<file path="config.mk">
export PLATFORM = sky130hd
export DESIGN_NAME = bcd_counter_n_flat
export DESIGN_NICKNAME = d
export VERILOG_FILES = /design/src/rtl/bcd_counter_n_if.sv /design/src/rtl/bcd_counter_n.sv /design/src/flat_wrapper.sv
export SDC_FILE = /design/constraint.sdc
export NUM_CORES = 1
export LEC_CHECK = 0
export ABC_AREA = 1
export CAP_MARGIN = 20
export CORE_MARGIN = 4
export CORE_UTILIZATION = 40
export CTS_CLUSTER_DIAMETER = 80
export DETAILED_ROUTE_END_ITERATION = 10
export PLACE_DENSITY_LB_ADDON = 0.12
export SYNTH_ARGS = -nofsm -noshare
export SYNTH_HDL_FRONTEND = slang
export SYNTH_SLANG_ARGS = --single-unit
</file>
<file path="constraint.sdc">
create_clock -name clk -period 1.4 [get_ports clk]
set_input_delay 0.28 -clock clk [delete_from_list [all_inputs] [get_ports clk]]
set_output_delay 0.28 -clock clk [all_outputs]
set_load 0.02 [all_outputs]
</file>
<file path="src/rtl/bcd_counter_n_if.sv">
// rtl/bcd_counter_n_if.sv - control and display bundle for the BCD stopwatch counter
interface bcd_counter_n_if #(
    parameter int DIGITS = 4
);
    logic                  tick;
    logic                  start;
    logic                  stop;
    logic                  clear;
    logic                  lap;
    logic                  up_dn;
    logic [4*DIGITS-1:0]   digits;
    logic                  running;
    logic                  held;
    logic                  ovf;

    modport master (
        output tick, start, stop, clear, lap, up_dn,
        input  digits, running, held, ovf
    );

    modport slave (
        input  tick, start, stop, clear, lap, up_dn,
        output digits, running, held, ovf
    );
endinterface

</file>
<file path="src/rtl/bcd_counter_n.sv">
// rtl/bcd_counter_n.sv - N-digit packed-BCD up/down stopwatch counter with lap hold
module bcd_counter_n #(
    parameter int DIGITS = 4,
    parameter bit WRAP   = 1'b1
) (
    input  logic            clk,
    input  logic            rst_n,
    bcd_counter_n_if.slave  bus
);
    localparam int W = 4 * DIGITS;

    typedef enum logic [1:0] {
        ST_STOPPED,
        ST_RUNNING,
        ST_DONE
    } state_t;

    state_t         state_q, state_d;
    logic [W-1:0]   count_q, count_d;
    logic [W-1:0]   lap_q, lap_d;
    logic           held_q, held_d;
    logic           ovf_q, ovf_d;

    logic [W-1:0]   inc_val, dec_val, step_val;
    logic           inc_carry, dec_borrow, terminal;

    // Ripple both directions through every digit; a carry/borrow out means all 9s / all 0s.
    always_comb begin
        inc_val    = count_q;
        dec_val    = count_q;
        inc_carry  = 1'b1;
        dec_borrow = 1'b1;
        for (int i = 0; i < DIGITS; i++) begin
            if (inc_carry) begin
                if (count_q[4*i +: 4] == 4'd9) begin
                    inc_val[4*i +: 4] = 4'd0;
                end else begin
                    inc_val[4*i +: 4] = count_q[4*i +: 4] + 4'd1;
                    inc_carry = 1'b0;
                end
            end
            if (dec_borrow) begin
                if (count_q[4*i +: 4] == 4'd0) begin
                    dec_val[4*i +: 4] = 4'd9;
                end else begin
                    dec_val[4*i +: 4] = count_q[4*i +: 4] - 4'd1;
                    dec_borrow = 1'b0;
                end
            end
        end
    end

    assign step_val = bus.up_dn ? inc_val : dec_val;
    assign terminal = bus.up_dn ? inc_carry : dec_borrow;

    always_comb begin
        state_d = state_q;
        count_d = count_q;
        lap_d   = lap_q;
        held_d  = held_q;
        ovf_d   = 1'b0;

        if (bus.clear) begin
            state_d = ST_STOPPED;
            count_d = '0;
            lap_d   = '0;
            held_d  = 1'b0;
        end else begin
            // Snapshot uses count_q, so a coincident tick is not reflected in the lap value.
            if (bus.lap) begin
                if (held_q) begin
                    held_d = 1'b0;
                end else begin
                    held_d = 1'b1;
                    lap_d  = count_q;
                end
            end

            unique case (state_q)
                ST_STOPPED: begin
                    if (!bus.stop && bus.start) state_d = ST_RUNNING;
                end
                ST_RUNNING: begin
                    if (bus.stop) state_d = ST_STOPPED;
                    if (bus.tick) begin
                        if (!terminal || WRAP) count_d = step_val;
                        if (terminal) begin
                            ovf_d = 1'b1;
                            if (!WRAP) state_d = ST_DONE;
                        end
                    end
                end
                ST_DONE: begin
                end
                default: state_d = ST_STOPPED;
            endcase
        end
    end

    always_ff @(posedge clk or negedge rst_n) begin
        if (!rst_n) begin
            state_q <= ST_STOPPED;
            count_q <= '0;
            lap_q   <= '0;
            held_q  <= 1'b0;
            ovf_q   <= 1'b0;
        end else begin
            state_q <= state_d;
            count_q <= count_d;
            lap_q   <= lap_d;
            held_q  <= held_d;
            ovf_q   <= ovf_d;
        end
    end

    assign bus.digits  = held_q ? lap_q : count_q;
    assign bus.running = (state_q == ST_RUNNING);
    assign bus.held    = held_q;
    assign bus.ovf     = ovf_q;
endmodule

</file>
<file path="src/flat_wrapper.sv">
// flat-port wrapper written by rule: the top's interface ports become plain ports
module bcd_counter_n_flat 
#(
    parameter int DIGITS = 4,
    parameter bit WRAP   = 1'b1
)
  (clk, rst_n, bus_tick, bus_start, bus_stop, bus_clear, bus_lap, bus_up_dn, bus_digits, bus_running, bus_held, bus_ovf);
  bcd_counter_n_if #(.DIGITS(DIGITS)) bus_i ();
  input  logic clk;
  input  logic rst_n;
  input wire logic [$bits(bus_i.tick)-1:0] bus_tick;
  input wire logic [$bits(bus_i.start)-1:0] bus_start;
  input wire logic [$bits(bus_i.stop)-1:0] bus_stop;
  input wire logic [$bits(bus_i.clear)-1:0] bus_clear;
  input wire logic [$bits(bus_i.lap)-1:0] bus_lap;
  input wire logic [$bits(bus_i.up_dn)-1:0] bus_up_dn;
  output wire logic [$bits(bus_i.digits)-1:0] bus_digits;
  output wire logic [$bits(bus_i.running)-1:0] bus_running;
  output wire logic [$bits(bus_i.held)-1:0] bus_held;
  output wire logic [$bits(bus_i.ovf)-1:0] bus_ovf;
  assign bus_i.tick = bus_tick;
  assign bus_i.start = bus_start;
  assign bus_i.stop = bus_stop;
  assign bus_i.clear = bus_clear;
  assign bus_i.lap = bus_lap;
  assign bus_i.up_dn = bus_up_dn;
  assign bus_digits = bus_i.digits;
  assign bus_running = bus_i.running;
  assign bus_held = bus_i.held;
  assign bus_ovf = bus_i.ovf;
  bcd_counter_n #(.DIGITS(DIGITS), .WRAP(WRAP)) u_core (.clk(clk), .rst_n(rst_n), .bus(bus_i));
endmodule
</file>
==> impl_results.rst <==
.. list-table::
   :header-rows: 1

   * - Metric
     - Value
   * - Run status
     - complete, but fails checks
   * - Violated checks
     - negative setup slack
   * - Depth of the worst register-to-register path
     - 9
   * - Most common cell in the netlist
     - sky130_fd_sc_hd__nand2_1
   * - Placement Rows
     - 27
   * - Worst Setup Start Kind
     - flop
   * - Worst-case setup margin in the final layout
     - -0.138 ns
   * - Top cells by count, synth
     - sky130_fd_sc_hd__nand2_1 (125), sky130_fd_sc_hd__nand3_1 (36), sky130_fd_sc_hd__dfrtp_1 (35)
   * - Cell count after placement
     - 489
   * - Die outline width
     - 83.6 um
   * - Latest clock arrival within the worst-skew pair
     - roughly 0.3 ns
   * - Wire length of the first global-routing pass
     - 11.2 mm
   * - Die Height
     - 83.6 um
   * - Actual slew at the worst max-slew pin
     - 0.282 ns
   * - Data required, critical path
     - about 1.1 ns
   * - Most utilized layer in the global route result
     - met2
   * - Pins Over Slew Limit
     - 0
   * - Number of maximum-capacitance violations
     - 0
   * - Cells taking the most area after synthesis
     - sky130_fd_sc_hd__dfrtp_1 (38%), sky130_fd_sc_hd__nand2_1 (21%), sky130_fd_sc_hd__nand3_1 (7.9%)
   * - Setup total negative slack
     - -2.09 ns
   * - Cell area after technology mapping
     - approximately 0.0023 mm^2
   * - Final core area utilization
     - 0.649
   * - Final total power
     - 4750 uW
   * - Net Count, Synth
     - 346
   * - Origin of the critical flop-to-flop path
     - u_core.count_q[0]$_DFFE_PN0P_
   * - Critical path endpoint
     - bus_digits[5]
   * - Mean post-synth cell area
     - 6.77 um^2
   * - Area inside the core boundary
     - 0.00554 mm^2
   * - Part of the cycle the worst path needs
     - 1.10
   * - Initial antenna violation count
     - 0
   * - Total overflow reported by the global router
     - 0
   * - Element type at the critical path end
     - output pin
   * - Number of register bits inferred by synthesis
     - 35
   * - Total track usage
     - 0.196
   * - Total Routed Length
     - 6.86 mm
   * - Area fraction of the dominant cell type after synthesis
     - 0.383
   * - Filler instances
     - between 500 and 600
   * - Routing usage on met1
     - 0.252
   * - Endpoints failing hold
     - 0
   * - Number of top-level pins
     - 27
   * - Detailed-routing iteration count for the pre-antenna-repair pass
     - 4
   * - Post-route DRC
     - 0
   * - Share of cells above drive strength 1
     - 0.408
   * - Final net count
     - about 450
   * - Maximum number of pins on one net before global-route repair
     - 36
   * - Met3 routing resource usage after global routing
     - 0.0385
   * - CTS Root Buffer Type
     - sky130_fd_sc_hd__clkbuf_8
   * - Number of buffers inserted during clock tree synthesis
     - 5
   * - Non-filler instance count after layout
     - 511
   * - DRC marker count from the first detailed-route iteration
     - 85
   * - Number of global-route vias before repair
     - 2386
   * - Clock transition at the registers of the reported paths
     - 0.08 ns
   * - Met2 usage in global routing
     - 0.334
   * - Relative slew slack
     - 0.812
   * - Worst hold slack
     - 0.476 ns
   * - Post-Syn Instances
     - roughly 340
   * - Crit Path Max Fanout
     - 14
   * - Routed Antenna Nets
     - 0
   * - Unrepaired setup endpoints after global routing
     - true
   * - Post-detailed-placement half-perimeter wirelength
     - just under 5 mm
   * - Clock sink count
     - 35
   * - Number of enable flip-flop cells after synthesis
     - 0
   * - Synth unique cells
     - 30
   * - Crit Path Class
     - reg2out
   * - Area leader, netlist
     - sky130_fd_sc_hd__dfrtp_1
   * - Clock tree from TritonCTS
     - done
   * - Area of the die
     - roughly 0.007 mm^2
   * - Critical register-to-register path endpoint
     - u_core.count_q[15]$_DFFE_PN0P_
   * - Final RePlAce weighted congestion
     - ~0.95
   * - Crit path arrival time
     - 1.26 ns
   * - Sequential fraction of the synthesis area
     - 0.383
   * - Worst vdd rail ir drop
     - 0.763 mV
   * - Async set-reset flop share out of synthesis
     - 1.00
   * - Deepest clock path buffer count
     - 2
   * - Antenna diodes
     - 0
   * - YS warnings
     - 0
   * - Critical path launch point
     - u_core.bus.held$_DFFE_PN0P_
   * - Worst R2R Setup Slack
     - -0.04 ns
   * - Setup-violating endpoint count in the final report
     - 22
   * - Timing-limited maximum frequency
     - around 0.65 GHz
   * - Power density over cell area
     - 1320 mW/mm^2
   * - Worst setup skew after layout
     - 0.00572 ns
   * - DR vias/cell
     - 4.89
   * - Number of buffers inserted by port buffering
     - 26
   * - Clock period minus final worst setup slack
     - between 1.5 and 2 ns
   * - Area growth from synthesis to final layout
     - 57.2%
   * - Leakage power
     - 0.00183 uW
   * - Via count
     - around 2500
   * - Clock H-tree levels
     - 2
   * - Per-cell routed wire length
     - between 10 and 15 um
   * - Main synth FF type
     - sky130_fd_sc_hd__dfrtp_1
   * - Kind of path behind the tightest hold check
     - in2async
   * - Initial cell density of the core
     - 0.413
## metal layers
layer	wire (um)	part of all wire
met1	2930	0.43
met2	3390	0.49
met3	378	0.055
met4	162	0.024
met5	0	0
## how the worst min path moves through the flow
| stage | to |
|---|---|
| 5_1_grt | u_core.count_q[4]$_DFFE_PN0P_ |
| 3_3_place_gp | u_core.lap_q[1]$_DFFE_PN0P_ |
| 2_1_floorplan | u_core.bus.held$_DFFE_PN0P_ |
| 3_5_place_dp | u_core.count_q[6]$_DFFE_PN0P_ |
| 6_report | u_core.lap_q[1]$_DFFE_PN0P_ |
| 4_1_cts | u_core.count_q[0]$_DFFE_PN0P_ |
## stage by stage
stage,setup slack [ns],instance area (um^2)
2_1_floorplan,-0.115,2290
3_3_place_gp,-0.328,3060
3_5_place_dp,-0.360,3060
4_1_cts,-0.155,3280
5_1_grt,-0.202,3590
6_report,-0.138,3590
## sequential cells by signal, summed over array words and instances, names as in the netlist
name	cells
u_core.count_q	16
u_core.lap_q	16
u_core.bus.held	1
u_core.bus.ovf	1
u_core.state_q	1
## cell usage in the layout, fill, tap and decap left out, drive strengths merged
cell / netlist / layout
nand2: 132 / 132
buf: 7 / 94
nand3: 38 / 38
o21ai: 38 / 38
nor2: 36 / 36
dfrtp: 35 / 35
inv: 32 / 34
clkbuf: 3 / 5
a21oi: 5 / 5
clkdlybuf4s50: 0 / 4
nor3: 3 / 3
dlygate4sd2: 0 / 3
nand4: 2 / 2
o211ai: 2 / 2
clkinvlp: 0 / 2
or2: 1 / 1
xor2: 1 / 1
o22ai: 1 / 1
a31oi: 1 / 1
dlygate4sd3: 0 / 1
dlymetal6s2s: 0 / 1
## layout make-up
class                           count  area [um^2]  area share
Multi-Input combinational cell    260         1480       0.410
Timing Repair Buffer              103          928       0.258
Sequential cell                    35          877       0.244
Inverter                           33          131      0.0365
Tap cell                           72         90.1      0.0251
Clock buffer                        5         68.8      0.0191
Clock inverter                      3         23.8     0.00661
## critical path, stage by stage, from the launching register on
cell	delay, ns
sky130_fd_sc_hd__dfrtp_2	0.47
sky130_fd_sc_hd__buf_12	0.17
sky130_fd_sc_hd__nand2_1	0.10
sky130_fd_sc_hd__o21ai_4	0.07
sky130_fd_sc_hd__buf_4	0.15
## logic make-up after synthesis
group,after synthesis,synth area share
xor+xnor,1,0.00383
simple gates,212,0.418
flops,35,0.383
buf+inv,43,0.0804
compound gates,47,0.114
## where the power goes
| group | internal [uW] | switching [uW] | total, uW |
|---|---|---|---|
| sequential | 1160 | 112 | 1270 |
| clock | 356 | 424 | 780 |
| combinational | 1220 | 1470 | 2700 |
| total | 2740 | 2010 | 4750 |
## timing repair
action	CTS	global route
gates cloned	0	1
hold endpoints to repair	35	0
hold buffers	1	0
pin swaps	7	24
setup endpoints to repair	30	31
setup buffers	2	10
gates resized for setup	145	70
Power figures use the tool's default switching activity.
